`config.mk`:
```
export PLATFORM = sky130hd
export DESIGN_NAME = rot_arbiter_flat
export DESIGN_NICKNAME = d
export VERILOG_FILES = /design/src/rtl/rot_pkg.sv /design/src/rtl/rot_arbiter_if.sv /design/src/rtl/rot_core.sv /design/src/rtl/rot_arbiter.sv /design/src/flat_wrapper.sv
export SDC_FILE = /design/constraint.sdc
export NUM_CORES = 1
export LEC_CHECK = 0
export ABC_AREA = 1
export BUFFER_PORTS_ARGS = -buffer_cell sky130_fd_sc_hd__buf_2
export CAP_MARGIN = 15
export CORE_MARGIN = 4
export CORE_UTILIZATION = 35
export DETAILED_ROUTE_END_ITERATION = 6
export PLACE_DENSITY = 0.58
export SKIP_CTS_REPAIR_TIMING = 1
export SYNTH_ARGS = -nofsm -noshare
export SYNTH_HDL_FRONTEND = slang
export SYNTH_SLANG_ARGS = --single-unit
```
`constraint.sdc`:
```
create_clock -name clock -period 2.5 [get_ports clock]
set_input_delay 0.125 -clock clock [delete_from_list [all_inputs] [get_ports clock]]
set_output_delay 0.125 -clock clock [all_outputs]
set_load 0.02 [all_outputs]
```
`src/rtl/rot_pkg.sv`:
```
// Shared constants, state encodings and operand record for the rotate arbiter.
// Also holds the left-to-right amount mapping used ahead of the right rotator.
package rot_pkg;

  localparam int DATA_W = 32;
  localparam int AMT_W  = 5;

  localparam logic DIR_RIGHT = 1'b0;
  localparam logic DIR_LEFT  = 1'b1;

  localparam logic [1:0] IDLE = 2'd0;
  localparam logic [1:0] EXEC = 2'd1;
  localparam logic [1:0] HOLD = 2'd2;

  typedef struct packed {
    logic [DATA_W-1:0] data;
    logic [AMT_W-1:0]  amt;
    logic              dir;
  } rot_op_t;

  // A left rotate by n equals a right rotate by (32 - n) mod 32.
  function automatic logic [AMT_W-1:0] eff_amt(input logic [AMT_W-1:0] amt,
                                               input logic             dir);
    logic [AMT_W-1:0] eff;
    eff = amt;
    case (dir)
      DIR_RIGHT: eff = amt;
      DIR_LEFT:  eff = {AMT_W{1'b0}} - amt;
    endcase
    return eff;
  endfunction

endpackage

```
`src/rtl/rot_arbiter_if.sv`:
```
// Request and response channels for both requesters of the rotate arbiter.
// master = requester side, slave = arbiter side.
interface rot_arbiter_if;
  import rot_pkg::*;

  logic              req0_valid;
  logic              req0_ready;
  logic [DATA_W-1:0] req0_data;
  logic [AMT_W-1:0]  req0_amt;
  logic              req0_dir;

  logic              req1_valid;
  logic              req1_ready;
  logic [DATA_W-1:0] req1_data;
  logic [AMT_W-1:0]  req1_amt;
  logic              req1_dir;

  logic              rsp0_valid;
  logic              rsp0_ready;
  logic [DATA_W-1:0] rsp0_data;

  logic              rsp1_valid;
  logic              rsp1_ready;
  logic [DATA_W-1:0] rsp1_data;

  modport master (
    output req0_valid, req0_data, req0_amt, req0_dir,
    input  req0_ready,
    output req1_valid, req1_data, req1_amt, req1_dir,
    input  req1_ready,
    input  rsp0_valid, rsp0_data,
    output rsp0_ready,
    input  rsp1_valid, rsp1_data,
    output rsp1_ready
  );

  modport slave (
    input  req0_valid, req0_data, req0_amt, req0_dir,
    output req0_ready,
    input  req1_valid, req1_data, req1_amt, req1_dir,
    output req1_ready,
    output rsp0_valid, rsp0_data,
    input  rsp0_ready,
    output rsp1_valid, rsp1_data,
    input  rsp1_ready
  );

endinterface

```
`src/rtl/rot_core.sv`:
```
// Purely combinational 32-bit right rotator.
module rot_core
  import rot_pkg::*;
(
  input  logic [DATA_W-1:0] din,
  input  logic [AMT_W-1:0]  amt,
  output logic [DATA_W-1:0] dout
);

  // amt = 0 makes the left shift 32, which clears that term as needed.
  always_comb begin
    dout = (din >> amt) | (din << (6'd32 - {1'b0, amt}));
  end

endmodule

```
`src/rtl/rot_arbiter.sv`:
```
// Round-robin arbiter sharing one right rotator between two requesters;
// one operation in flight, result held per requester until accepted.
module rot_arbiter #(
  parameter int DATA_W = 32,
  parameter int CNT_W  = 16
) (
  input  logic              clock,
  input  logic              clear,
  rot_arbiter_if.slave      bus,
  output logic              busy,
  output logic [CNT_W-1:0]  ops_done
);
  import rot_pkg::*;

  logic [1:0]        state_q, state_d;
  logic              prio_q, prio_d;
  logic              owner_q, owner_d;
  rot_op_t           op_q, op_d;
  logic              rsp0_valid_q, rsp0_valid_d;
  logic              rsp1_valid_q, rsp1_valid_d;
  logic [DATA_W-1:0] rsp0_data_q, rsp0_data_d;
  logic [DATA_W-1:0] rsp1_data_q, rsp1_data_d;
  logic [CNT_W-1:0]  ops_done_q, ops_done_d;

  logic              grant0, grant1, rsp_fire;
  logic [AMT_W-1:0]  rot_amt;
  logic [DATA_W-1:0] rot_out;

  // On a tie the requester matching prio wins; prio flips away from each served owner.
  always_comb begin
    grant0 = (state_q == IDLE) & bus.req0_valid & (~bus.req1_valid | ~prio_q);
    grant1 = (state_q == IDLE) & bus.req1_valid & (~bus.req0_valid |  prio_q);
  end

  assign bus.req0_ready = grant0;
  assign bus.req1_ready = grant1;
  assign bus.rsp0_valid = rsp0_valid_q;
  assign bus.rsp1_valid = rsp1_valid_q;
  assign bus.rsp0_data  = rsp0_data_q;
  assign bus.rsp1_data  = rsp1_data_q;
  assign busy           = (state_q != IDLE);
  assign ops_done       = ops_done_q;

  always_comb begin
    rot_amt  = eff_amt(op_q.amt, op_q.dir);
    rsp_fire = (state_q == HOLD) &
               (owner_q ? (rsp1_valid_q & bus.rsp1_ready)
                        : (rsp0_valid_q & bus.rsp0_ready));
  end

  rot_core u_core (
    .din  (op_q.data),
    .amt  (rot_amt),
    .dout (rot_out)
  );

  always_comb begin
    state_d      = state_q;
    prio_d       = prio_q;
    owner_d      = owner_q;
    op_d         = op_q;
    rsp0_valid_d = rsp0_valid_q;
    rsp1_valid_d = rsp1_valid_q;
    rsp0_data_d  = rsp0_data_q;
    rsp1_data_d  = rsp1_data_q;
    ops_done_d   = ops_done_q;
    case (state_q)
      IDLE: begin
        if (grant0) begin
          op_d    = '{data: bus.req0_data, amt: bus.req0_amt, dir: bus.req0_dir};
          owner_d = 1'b0;
          state_d = EXEC;
        end else if (grant1) begin
          op_d    = '{data: bus.req1_data, amt: bus.req1_amt, dir: bus.req1_dir};
          owner_d = 1'b1;
          state_d = EXEC;
        end
      end
      EXEC: begin
        if (owner_q) begin
          rsp1_valid_d = 1'b1;
          rsp1_data_d  = rot_out;
        end else begin
          rsp0_valid_d = 1'b1;
          rsp0_data_d  = rot_out;
        end
        state_d = HOLD;
      end
      HOLD: begin
        if (rsp_fire) begin
          if (owner_q) rsp1_valid_d = 1'b0;
          else         rsp0_valid_d = 1'b0;
          ops_done_d = ops_done_q + CNT_W'(1);
          prio_d     = ~owner_q;
          state_d    = IDLE;
        end
      end
      default: state_d = IDLE;
    endcase
  end

  always_ff @(posedge clock) begin
    if (!clear) begin
      state_q      <= IDLE;
      prio_q       <= 1'b0;
      owner_q      <= 1'b0;
      op_q         <= '0;
      rsp0_valid_q <= 1'b0;
      rsp1_valid_q <= 1'b0;
      rsp0_data_q  <= '0;
      rsp1_data_q  <= '0;
      ops_done_q   <= '0;
    end else begin
      state_q      <= state_d;
      prio_q       <= prio_d;
      owner_q      <= owner_d;
      op_q         <= op_d;
      rsp0_valid_q <= rsp0_valid_d;
      rsp1_valid_q <= rsp1_valid_d;
      rsp0_data_q  <= rsp0_data_d;
      rsp1_data_q  <= rsp1_data_d;
      ops_done_q   <= ops_done_d;
    end
  end

endmodule

```
`src/flat_wrapper.sv`:
```
// flat-port wrapper written by rule: the top's interface ports become plain ports
module rot_arbiter_flat import rot_pkg::*;
#(
  parameter int DATA_W = 32,
  parameter int CNT_W  = 16
)
  (clock, clear, busy, ops_done, bus_req0_valid, bus_req0_data, bus_req0_amt, bus_req0_dir, bus_req0_ready, bus_req1_valid, bus_req1_data, bus_req1_amt, bus_req1_dir, bus_req1_ready, bus_rsp0_valid, bus_rsp0_data, bus_rsp0_ready, bus_rsp1_valid, bus_rsp1_data, bus_rsp1_ready);
  rot_arbiter_if bus_i ();
  input  logic clock;
  input  logic clear;
  output logic busy;
  output logic [CNT_W-1:0] ops_done;
  input wire logic [$bits(bus_i.req0_valid)-1:0] bus_req0_valid;
  input wire logic [$bits(bus_i.req0_data)-1:0] bus_req0_data;
  input wire logic [$bits(bus_i.req0_amt)-1:0] bus_req0_amt;
  input wire logic [$bits(bus_i.req0_dir)-1:0] bus_req0_dir;
  output wire logic [$bits(bus_i.req0_ready)-1:0] bus_req0_ready;
  input wire logic [$bits(bus_i.req1_valid)-1:0] bus_req1_valid;
  input wire logic [$bits(bus_i.req1_data)-1:0] bus_req1_data;
  input wire logic [$bits(bus_i.req1_amt)-1:0] bus_req1_amt;
  input wire logic [$bits(bus_i.req1_dir)-1:0] bus_req1_dir;
  output wire logic [$bits(bus_i.req1_ready)-1:0] bus_req1_ready;
  output wire logic [$bits(bus_i.rsp0_valid)-1:0] bus_rsp0_valid;
  output wire logic [$bits(bus_i.rsp0_data)-1:0] bus_rsp0_data;
  input wire logic [$bits(bus_i.rsp0_ready)-1:0] bus_rsp0_ready;
  output wire logic [$bits(bus_i.rsp1_valid)-1:0] bus_rsp1_valid;
  output wire logic [$bits(bus_i.rsp1_data)-1:0] bus_rsp1_data;
  input wire logic [$bits(bus_i.rsp1_ready)-1:0] bus_rsp1_ready;
  assign bus_i.req0_valid = bus_req0_valid;
  assign bus_i.req0_data = bus_req0_data;
  assign bus_i.req0_amt = bus_req0_amt;
  assign bus_i.req0_dir = bus_req0_dir;
  assign bus_req0_ready = bus_i.req0_ready;
  assign bus_i.req1_valid = bus_req1_valid;
  assign bus_i.req1_data = bus_req1_data;
  assign bus_i.req1_amt = bus_req1_amt;
  assign bus_i.req1_dir = bus_req1_dir;
  assign bus_req1_ready = bus_i.req1_ready;
  assign bus_rsp0_valid = bus_i.rsp0_valid;
  assign bus_rsp0_data = bus_i.rsp0_data;
  assign bus_i.rsp0_ready = bus_rsp0_ready;
  assign bus_rsp1_valid = bus_i.rsp1_valid;
  assign bus_rsp1_data = bus_i.rsp1_data;
  assign bus_i.rsp1_ready = bus_rsp1_ready;
  rot_arbiter #(.DATA_W(DATA_W), .CNT_W(CNT_W)) u_core (.clock(clock), .clear(clear), .bus(bus_i), .busy(busy), .ops_done(ops_done));
endmodule
```
==> results of run 1 <==
==> logic make-up after synthesis <==
family,after synthesis,synth area share [%]
adder cells (fa/ha/maj),2,0.283
buffers and inverters,238,11.0
AO/OA/AOI/OAI,297,19.7
XOR/XNOR,3,0.297
AND/OR/NAND/NOR,846,40.7
flip-flops,124,28.1
==> worst max-delay path by stage <==
stage	startpoint	to	slack, ns	depth (start not counted)
2_1_floorplan	u_core.op_q[1]	u_core.bus.rsp1_data[9]	0.15	16
3_3_place_gp	u_core.op_q[1]	u_core.bus.rsp1_data[0]	-0.21	16
4_1_cts	u_core.op_q[1]	u_core.bus.rsp1_data[0]	-0.18	16
5_1_grt	u_core.op_q[1]	u_core.bus.rsp0_data[21]	-0.01	15
6_report	u_core.op_q[1]	u_core.bus.rsp1_data[30]	0.15	15
3_5_place_dp	u_core.op_q[1]	u_core.bus.rsp1_data[0]	-0.17	16
==> placed cells by master, fill, tap and decap left out, types with 3 or more instances in the layout <==
| cell type | count |
|---|---|
| o21ai_0 | 109 |
| dfxtp_1 | 123 |
| nor2_4 | 6 |
| nand4_1 | 19 |
| nor3_1 | 15 |
| buf_2 | 166 |
| nand2_1 | 516 |
| o21bai_1 | 38 |
| inv_6 | 6 |
| o21a_1 | 60 |
| buf_12 | 6 |
| nor2_1 | 50 |
| inv_1 | 133 |
| nand3_1 | 217 |
| buf_4 | 43 |
| nor2_2 | 3 |
| nand2_2 | 7 |
| inv_2 | 6 |
| inv_8 | 3 |
| clkbuf_16 | 17 |
| o21ai_1 | 13 |
| dlygate4sd3_1 | 7 |
| a21oi_1 | 75 |
==> metal layers <==
| metal | up-vias | part of all wire [%] | GRT usage [%] |
|---|---|---|---|
| li1 | 5222 | - | - |
| met2 | 329 | 44 | 34.1 |
| met4 | 0 | 3.5 | 8.93 |
| met1 | 4561 | 47 | 30.6 |
| met5 | - | 0 | 0 |
| met3 | 56 | 5.6 | 3.91 |
==> registers in the layout (all words and copies together), names as in the netlist <==
register	count
u_core.state_q	2
u_core.op_q	38
u_core.bus.rsp0_valid	1
u_core.ops_done	16
u_core.owner_q	1
u_core.prio_q	1
u_core.bus.rsp1_data	32
u_core.bus.rsp1_valid	1
u_core.bus.rsp0_data	32
==> power groups by stage <==
| stage | registers, mW | logic [mW] | clock network [mW] |
|---|---|---|---|
| after floorplan | 2.36 | 2.75 | 0 |
| after global placement | 2.30 | 4.18 | 0 |
| after detailed placement | 2.30 | 4.16 | 0 |
| after CTS | 2.26 | 4.17 | 2.62 |
| after global routing | 2.28 | 4.79 | 2.72 |
| final | 2.25 | 4.30 | 2.58 |
==> final cells by class <==
cell class / instances / share of cell area, %
Multi-Input combinational cell: 1149 / 50.2
Sequential cell: 124 / 22.9
Timing Repair Buffer: 224 / 12.8
Inverter: 140 / 4.87
Clock buffer: 17 / 3.92
Tap cell: 324 / 3.74
Clock inverter: 15 / 1.59
==> worst min-delay path: cells and delay by family <==
family                 cells  cell delay [ns]
AOI/OAI and AO/OA          2             0.18
buffers and inverters      1             0.07
==> metrics by stage <==
stage               setup TNS [ns]  hold WS, ns  cells  instance area [um2]
finish                           0      -0.0179   1993                10800
global route               -0.0287      0.00451   1993                10800
CTS                          -4.23      -0.0314   1984                10700
detailed placement           -3.67        0.416   1952                10100
global placement             -4.45        0.407   1952                10100
floorplan                        0        0.315   1510                 8840
==> results.yml, run 1 <==
worst_setup_path:
  crit_slowest_cell: "dfxtp_2"
  crit_path_max_incr_delay_ns: 0.34
  worst_setup_path_end_kind: "register"
  path_buf_inv: 3
  required_ns: 2.84
  path_common_cell: "nand2_1"
  worst-endpoint-arrival_ns: 2.68
  crit_type: "register to register"
  r2r-end: "u_core.bus.rsp1_data[30]"
  cp_cell_sequence: "inv_1 > ha_1 > nand2_2 > nand3_4 > nand2_1 > buf_4 > nand2_1 > nand3_1 > nand2_2 > nand2_1 > nand2_1 > nand2_1 > nand4_1 > nand2_1 > inv_1"
  start_kind: "register"
  critPathTopFamily: "simple AND/OR/NAND/NOR gates"
  reg2reg_depth: 15
  r2r-start: "u_core.op_q[1]"
  r2r_slack_ns: 0.15
  cp_max_fo: 10
floorplan:
  placementRows: 57
  die_area_mm2: 0.0279
  ioPinCount: 167
  die_h_um: 167
  placeableCoreArea_mm2: 0.0246
  start_util_pct: 35.9
  die_x_um: 167
logic_synthesis:
  async_reset_ff_share_pct: 0
  synth_most_common_cell: "nand2_1"
  syn-num-nets: 1594
  ys_ff_latch: 124
  yosys.area.top_type: "dfxtp_1"
  postSynthCellCount: 1510
  synth.distinct_cells: 33
  synth_top_area_share_pct: 28.1
  synth_area_mm2: 0.00884
  synth_edf_count: 0
  synth_common_cells: "nand2_1, nand3_1, inv_1"
  synth_ff_type: "dfxtp_1"
  synth.area.top_cells: "dfxtp_1, nand2_1, nand3_1"
  syn-mean-instance-area_um2: 5.85
  ys_warn_count: 0
  yosysSeqAreaShare_pct: 28.1
hold_path:
  holdPathStages: 3
  hold_class: "input pin to register"
  min-delay-start: "bus_req1_data[4]"
  hold_end: "u_core.op_q[10]"
timing:
  clock_skew_ns: 0.0177
  hold_viol: 13
  setup_viol: 0
  slew_headroom_pct: 38.2
  fmax_mhz: 426
  whs_ns: -0.0179
  layout_worst_path_cycle_share_pct: 93.8
  tightest_slew_ns: 0.927
  fin_ws_ns: 0.155
  fin_crit_ns: 2.35
  final_max_slew_viol_count: 0
pwr:
  ir_worst_vdd_mv: 0.356
  swShare_pct: 46.5
  p_total_mw: 9.14
  p_switching_mw: 4.25
  power.share.sequential_pct: 24.7
  powerDensity_mw_per_mm2: 842
  p_leak_nw: 5.46
  p_int_mw: 4.89
  clock_power_share_pct: 28.3
  p_comb_share_pct: 47.1
global_route:
  grtUsageTotal_pct: 22.1
  grt_first_pass_wirelength_um: 49600
  grt_max_degree: 72
  antenna_found_initial: 0
  grt_pass1_vias: 9132
  grt-ovfl-total: 0
drt:
  wl_per_cell_um: 15.9
  avgViaCountPerCell: 5.10
  dr_total_vias: 10200
  drtIter0Drc: 702
  drc_errors: 0
  wl_um: 31600
  postRouteAntennaNets: 0
  firstDrtPassIters: 6
run_status:
  status: "finished with violations"
  violations: "negative hold slack"
place:
  dp_hpwl_um: 24200
  dp_slack_ns: -0.166
  numPortBuffers: 166
  gp_congestion: 0.941
clocking:
  clock_sinks: 124
  cts_tree: "done"
  cts_made_buffers: 17
  cts-root-buf: "clkbuf_16"
  clk_path_buf_depth: 2
  cts.reportedPaths.clkPinSlew_ns: 0.07
  clk_latency_ns: 0.44
  htreeDepth: 4
final_layout:
  synthToLayoutAreaGrowth_pct: 22.8
  postLayoutCoreUtil_pct: 44.1
  multi_input_area_mm2: 0.00545
  fin_nets: 1740
  insertedDiodeCount: 0
  drive_above_1_share_pct: 16.8
  n_fill_cell: 2702
  seq_area_mm2: 0.00248
job:
  timing.max_cap.violations: 0
(Power assumes the default switching activity.)
==> run 2: changes to the inputs <==
--- a/config.mk
+++ b/config.mk
@@ -15,4 +15,5 @@
 export SKIP_CTS_REPAIR_TIMING = 1
 export SYNTH_ARGS = -nofsm -noshare
 export SYNTH_HDL_FRONTEND = slang
+export SYNTH_HIERARCHICAL = 1
 export SYNTH_SLANG_ARGS = --single-unit
==> constraint.sdc (replaced) <==
create_clock -name clock -period 2.5 [get_ports clock]
set_input_delay 0.375 -clock clock [delete_from_list [all_inputs] [get_ports clock]]
set_output_delay 0.375 -clock clock [all_outputs]
set_load 0.02 [all_outputs]
==> results.yml, run 2 <==
run_status:
  status: "completed"
timing:
  final_max_slew_viol_count: 0
  tightest_slew_ns: 0.619
  layout_worst_path_cycle_share_pct: 97.9
  fmax_mhz: 409
  setup_viol: 0
  hold_viol: 0
  rsz0062_at_grt: "yes"
  clock_skew_ns: 0.0293
  fin_crit_ns: 2.45
  slew_headroom_pct: 58.7
logic_synthesis:
  synth_top_area_share_pct: 30.5
  synth_most_common_cell: "nand3_1"
  synth_area_mm2: 0.00835
  yosysSeqAreaShare_pct: 29.7
  synth.distinct_cells: 30
  postSynthCellCount: 1381
  synth_ff_type: "dfxtp_1"
  ys_ff_latch: 124
  synth_common_cells: "nand3_1, nand2_1, dfxtp_1"
  async_reset_ff_share_pct: 0
  syn-mean-instance-area_um2: 6.04
  synth.area.top_cells: "nand3_1, dfxtp_1, nand2_1"
  synth_edf_count: 0
  yosys.area.top_type: "nand3_1"
  syn-num-nets: 1466
  ys_warn_count: 6
pwr:
  p_int_mw: 5.79
  p_comb_share_pct: 55.2
  ir_worst_vdd_mv: 0.423
  clock_power_share_pct: 23.9
  swShare_pct: 47.3
  p_switching_mw: 5.19
  powerDensity_mw_per_mm2: 1010
  p_leak_nw: 4.95
  power.share.sequential_pct: 20.9
clocking:
  clk_latency_ns: 0.44
  clock_sinks: 124
  cts_made_buffers: 17
  cts-root-buf: "clkbuf_16"
  cts_tree: "done"
  clk_path_buf_depth: 2
  htreeDepth: 4
  cts.reportedPaths.clkPinSlew_ns: 0.06
drt:
  wl_um: 33800
  avgViaCountPerCell: 5.62
  drtIter0Drc: 1265
  firstDrtPassIters: 6
  wl_per_cell_um: 18.2
  drc_errors: 0
  postRouteAntennaNets: 0
  dr_total_vias: 10400
floorplan:
  placeableCoreArea_mm2: 0.0235
  die_x_um: 162
  die_area_mm2: 0.0264
  die_h_um: 162
  placementRows: 56
  start_util_pct: 35.6
  ioPinCount: 167
final_layout:
  synthToLayoutAreaGrowth_pct: 30.5
  postLayoutCoreUtil_pct: 46.4
  n_fill_cell: 2463
  final_cell_mix: "nand3_1, nand2_1, buf_2"
  regMostFlops: "u_core/op_q"
  mostFrequentLayoutCell: "nand3_1"
  drive_above_1_share_pct: 26.1
  insertedDiodeCount: 0
  final_cells: 1858
  largest_register_ff_count: 38
  fin_nets: 1611
hold_path:
  hold_class: "input pin to register"
place:
  numPortBuffers: 166
  dp_hpwl_um: 24500
  gp_congestion: 1.06
  dp.cells: 1820
worst_setup_path:
  path_buf_inv: 4
  worst-endpoint-arrival_ns: 2.75
  crit_type: "register to register"
  worst_setup_path_end_kind: "register"
  critPathTopFamily: "simple AND/OR/NAND/NOR gates"
  path_common_cell: "nand3_1"
  crit_path_max_incr_delay_ns: 0.33
  cp_cell_sequence: "inv_1 > ha_1 > nand2_1 > o21ai_2 > inv_2 > ha_4 > inv_2 > buf_12 > nand3_1 > nand3_1 > nand3_2 > nand3_1 > nand3_2 > nand3_1 > a21oi_1"
  start_kind: "register"
  crit_slowest_cell: "dfxtp_2"
  required_ns: 2.81
  cp_max_fo: 10
global_route:
  grt_max_degree: 65
  grt_first_pass_wirelength_um: 52300
  grt_pass1_vias: 9461
  antenna_found_initial: 1
  grtUsageTotal_pct: 24.7
  grt-ovfl-total: 0
job:
  timing.max_cap.violations: 0
-- run 2: layout make-up --
class / instances / area, um2 / area share (%)
timing repair buffer: 227 / 1520 / 13.9
sequential: 124 / 2480 / 22.8
tap: 319 / 399 / 3.66
clock buffer: 18 / 429 / 3.94
multi-input combinational: 1120 / 5720 / 52.5
clock inverter: 14 / 180 / 1.65
inverter: 35 / 154 / 1.41
timing repair inverter: 1 / 8.76 / 0.0804
-- run 2: routing by layer --
layer | track usage (%) | up-vias | share of wire, % | wire length, um
met5 | 0 | - | 0.038 | 13
met4 | 10.1 | 2 | 3.9 | 1310
met3 | 4.99 | 107 | 8.1 | 2740
met2 | 38.3 | 541 | 45 | 15100
met1 | 33.6 | 4785 | 43 | 14700
li1 | - | 5013 | - | -
-- run 2: kinds of logic (layout without fill, tap and decap cells) --
| family | after synthesis | in the layout | share of synthesized area, % |
|---|---|---|---|
| AND/OR/NAND/NOR | 985 | 985 | 53.3 |
| buffers and inverters | 137 | 295 | 8.33 |
| AO/OA/AOI/OAI | 129 | 129 | 7.87 |
| flip-flops | 124 | 124 | 29.7 |
| adder cells (fa/ha/maj) | 3 | 3 | 0.450 |
| XOR/XNOR | 3 | 3 | 0.315 |
-- run 2: tightest hold or removal path, stage by stage --
cell     delay (ns)
buf_2          0.07
nand2_1        0.04
nand2_1        0.05
nor2_1         0.03
nor2_1         0.06
-- run 2: through the flow --
stage | hold slack (ns) | setup WS [ns] | total power, mW | instance area (um2) | TNS, ns
after floorplan | 0.441 | 0.0126 | 5.68 | 8360 | 0
after global placement | 0.447 | -0.0540 | 7.50 | 9600 | -0.258
after detailed placement | 0.450 | -0.0870 | 7.47 | 9600 | -0.469
after CTS | 0.232 | -0.0996 | 10.1 | 10200 | -0.891
after global routing | 0.255 | -0.0272 | 11.5 | 10900 | -0.185
final | 0.234 | 0.0536 | 11.0 | 10900 | 0
-- run 2: path summary, 6_finish.rpt --
path	start	endpoint	slack, ns	cells past startpoint
max reg2reg	u_core/op_q[1]	u_core/bus.rsp0_data[8]	0.05	15
max	u_core/op_q[1]	u_core/bus.rsp0_data[8]	0.05	15
min reg2reg	u_core/bus.rsp1_data[12]	u_core/bus.rsp1_data[12]	0.45	2
min	bus_req0_data[16]	u_core/op_q[22]	0.23	5
-- run 2: power by group through the flow --
stage | Combinational (mW) | Clock, mW | Sequential, mW
4_1_cts | 5.15 | 2.68 | 2.30
6_report | 6.06 | 2.62 | 2.30
2_1_floorplan | 3.27 | 0 | 2.41
3_5_place_dp | 5.13 | 0 | 2.34
5_1_grt | 6.43 | 2.76 | 2.32
3_3_place_gp | 5.16 | 0 | 2.34
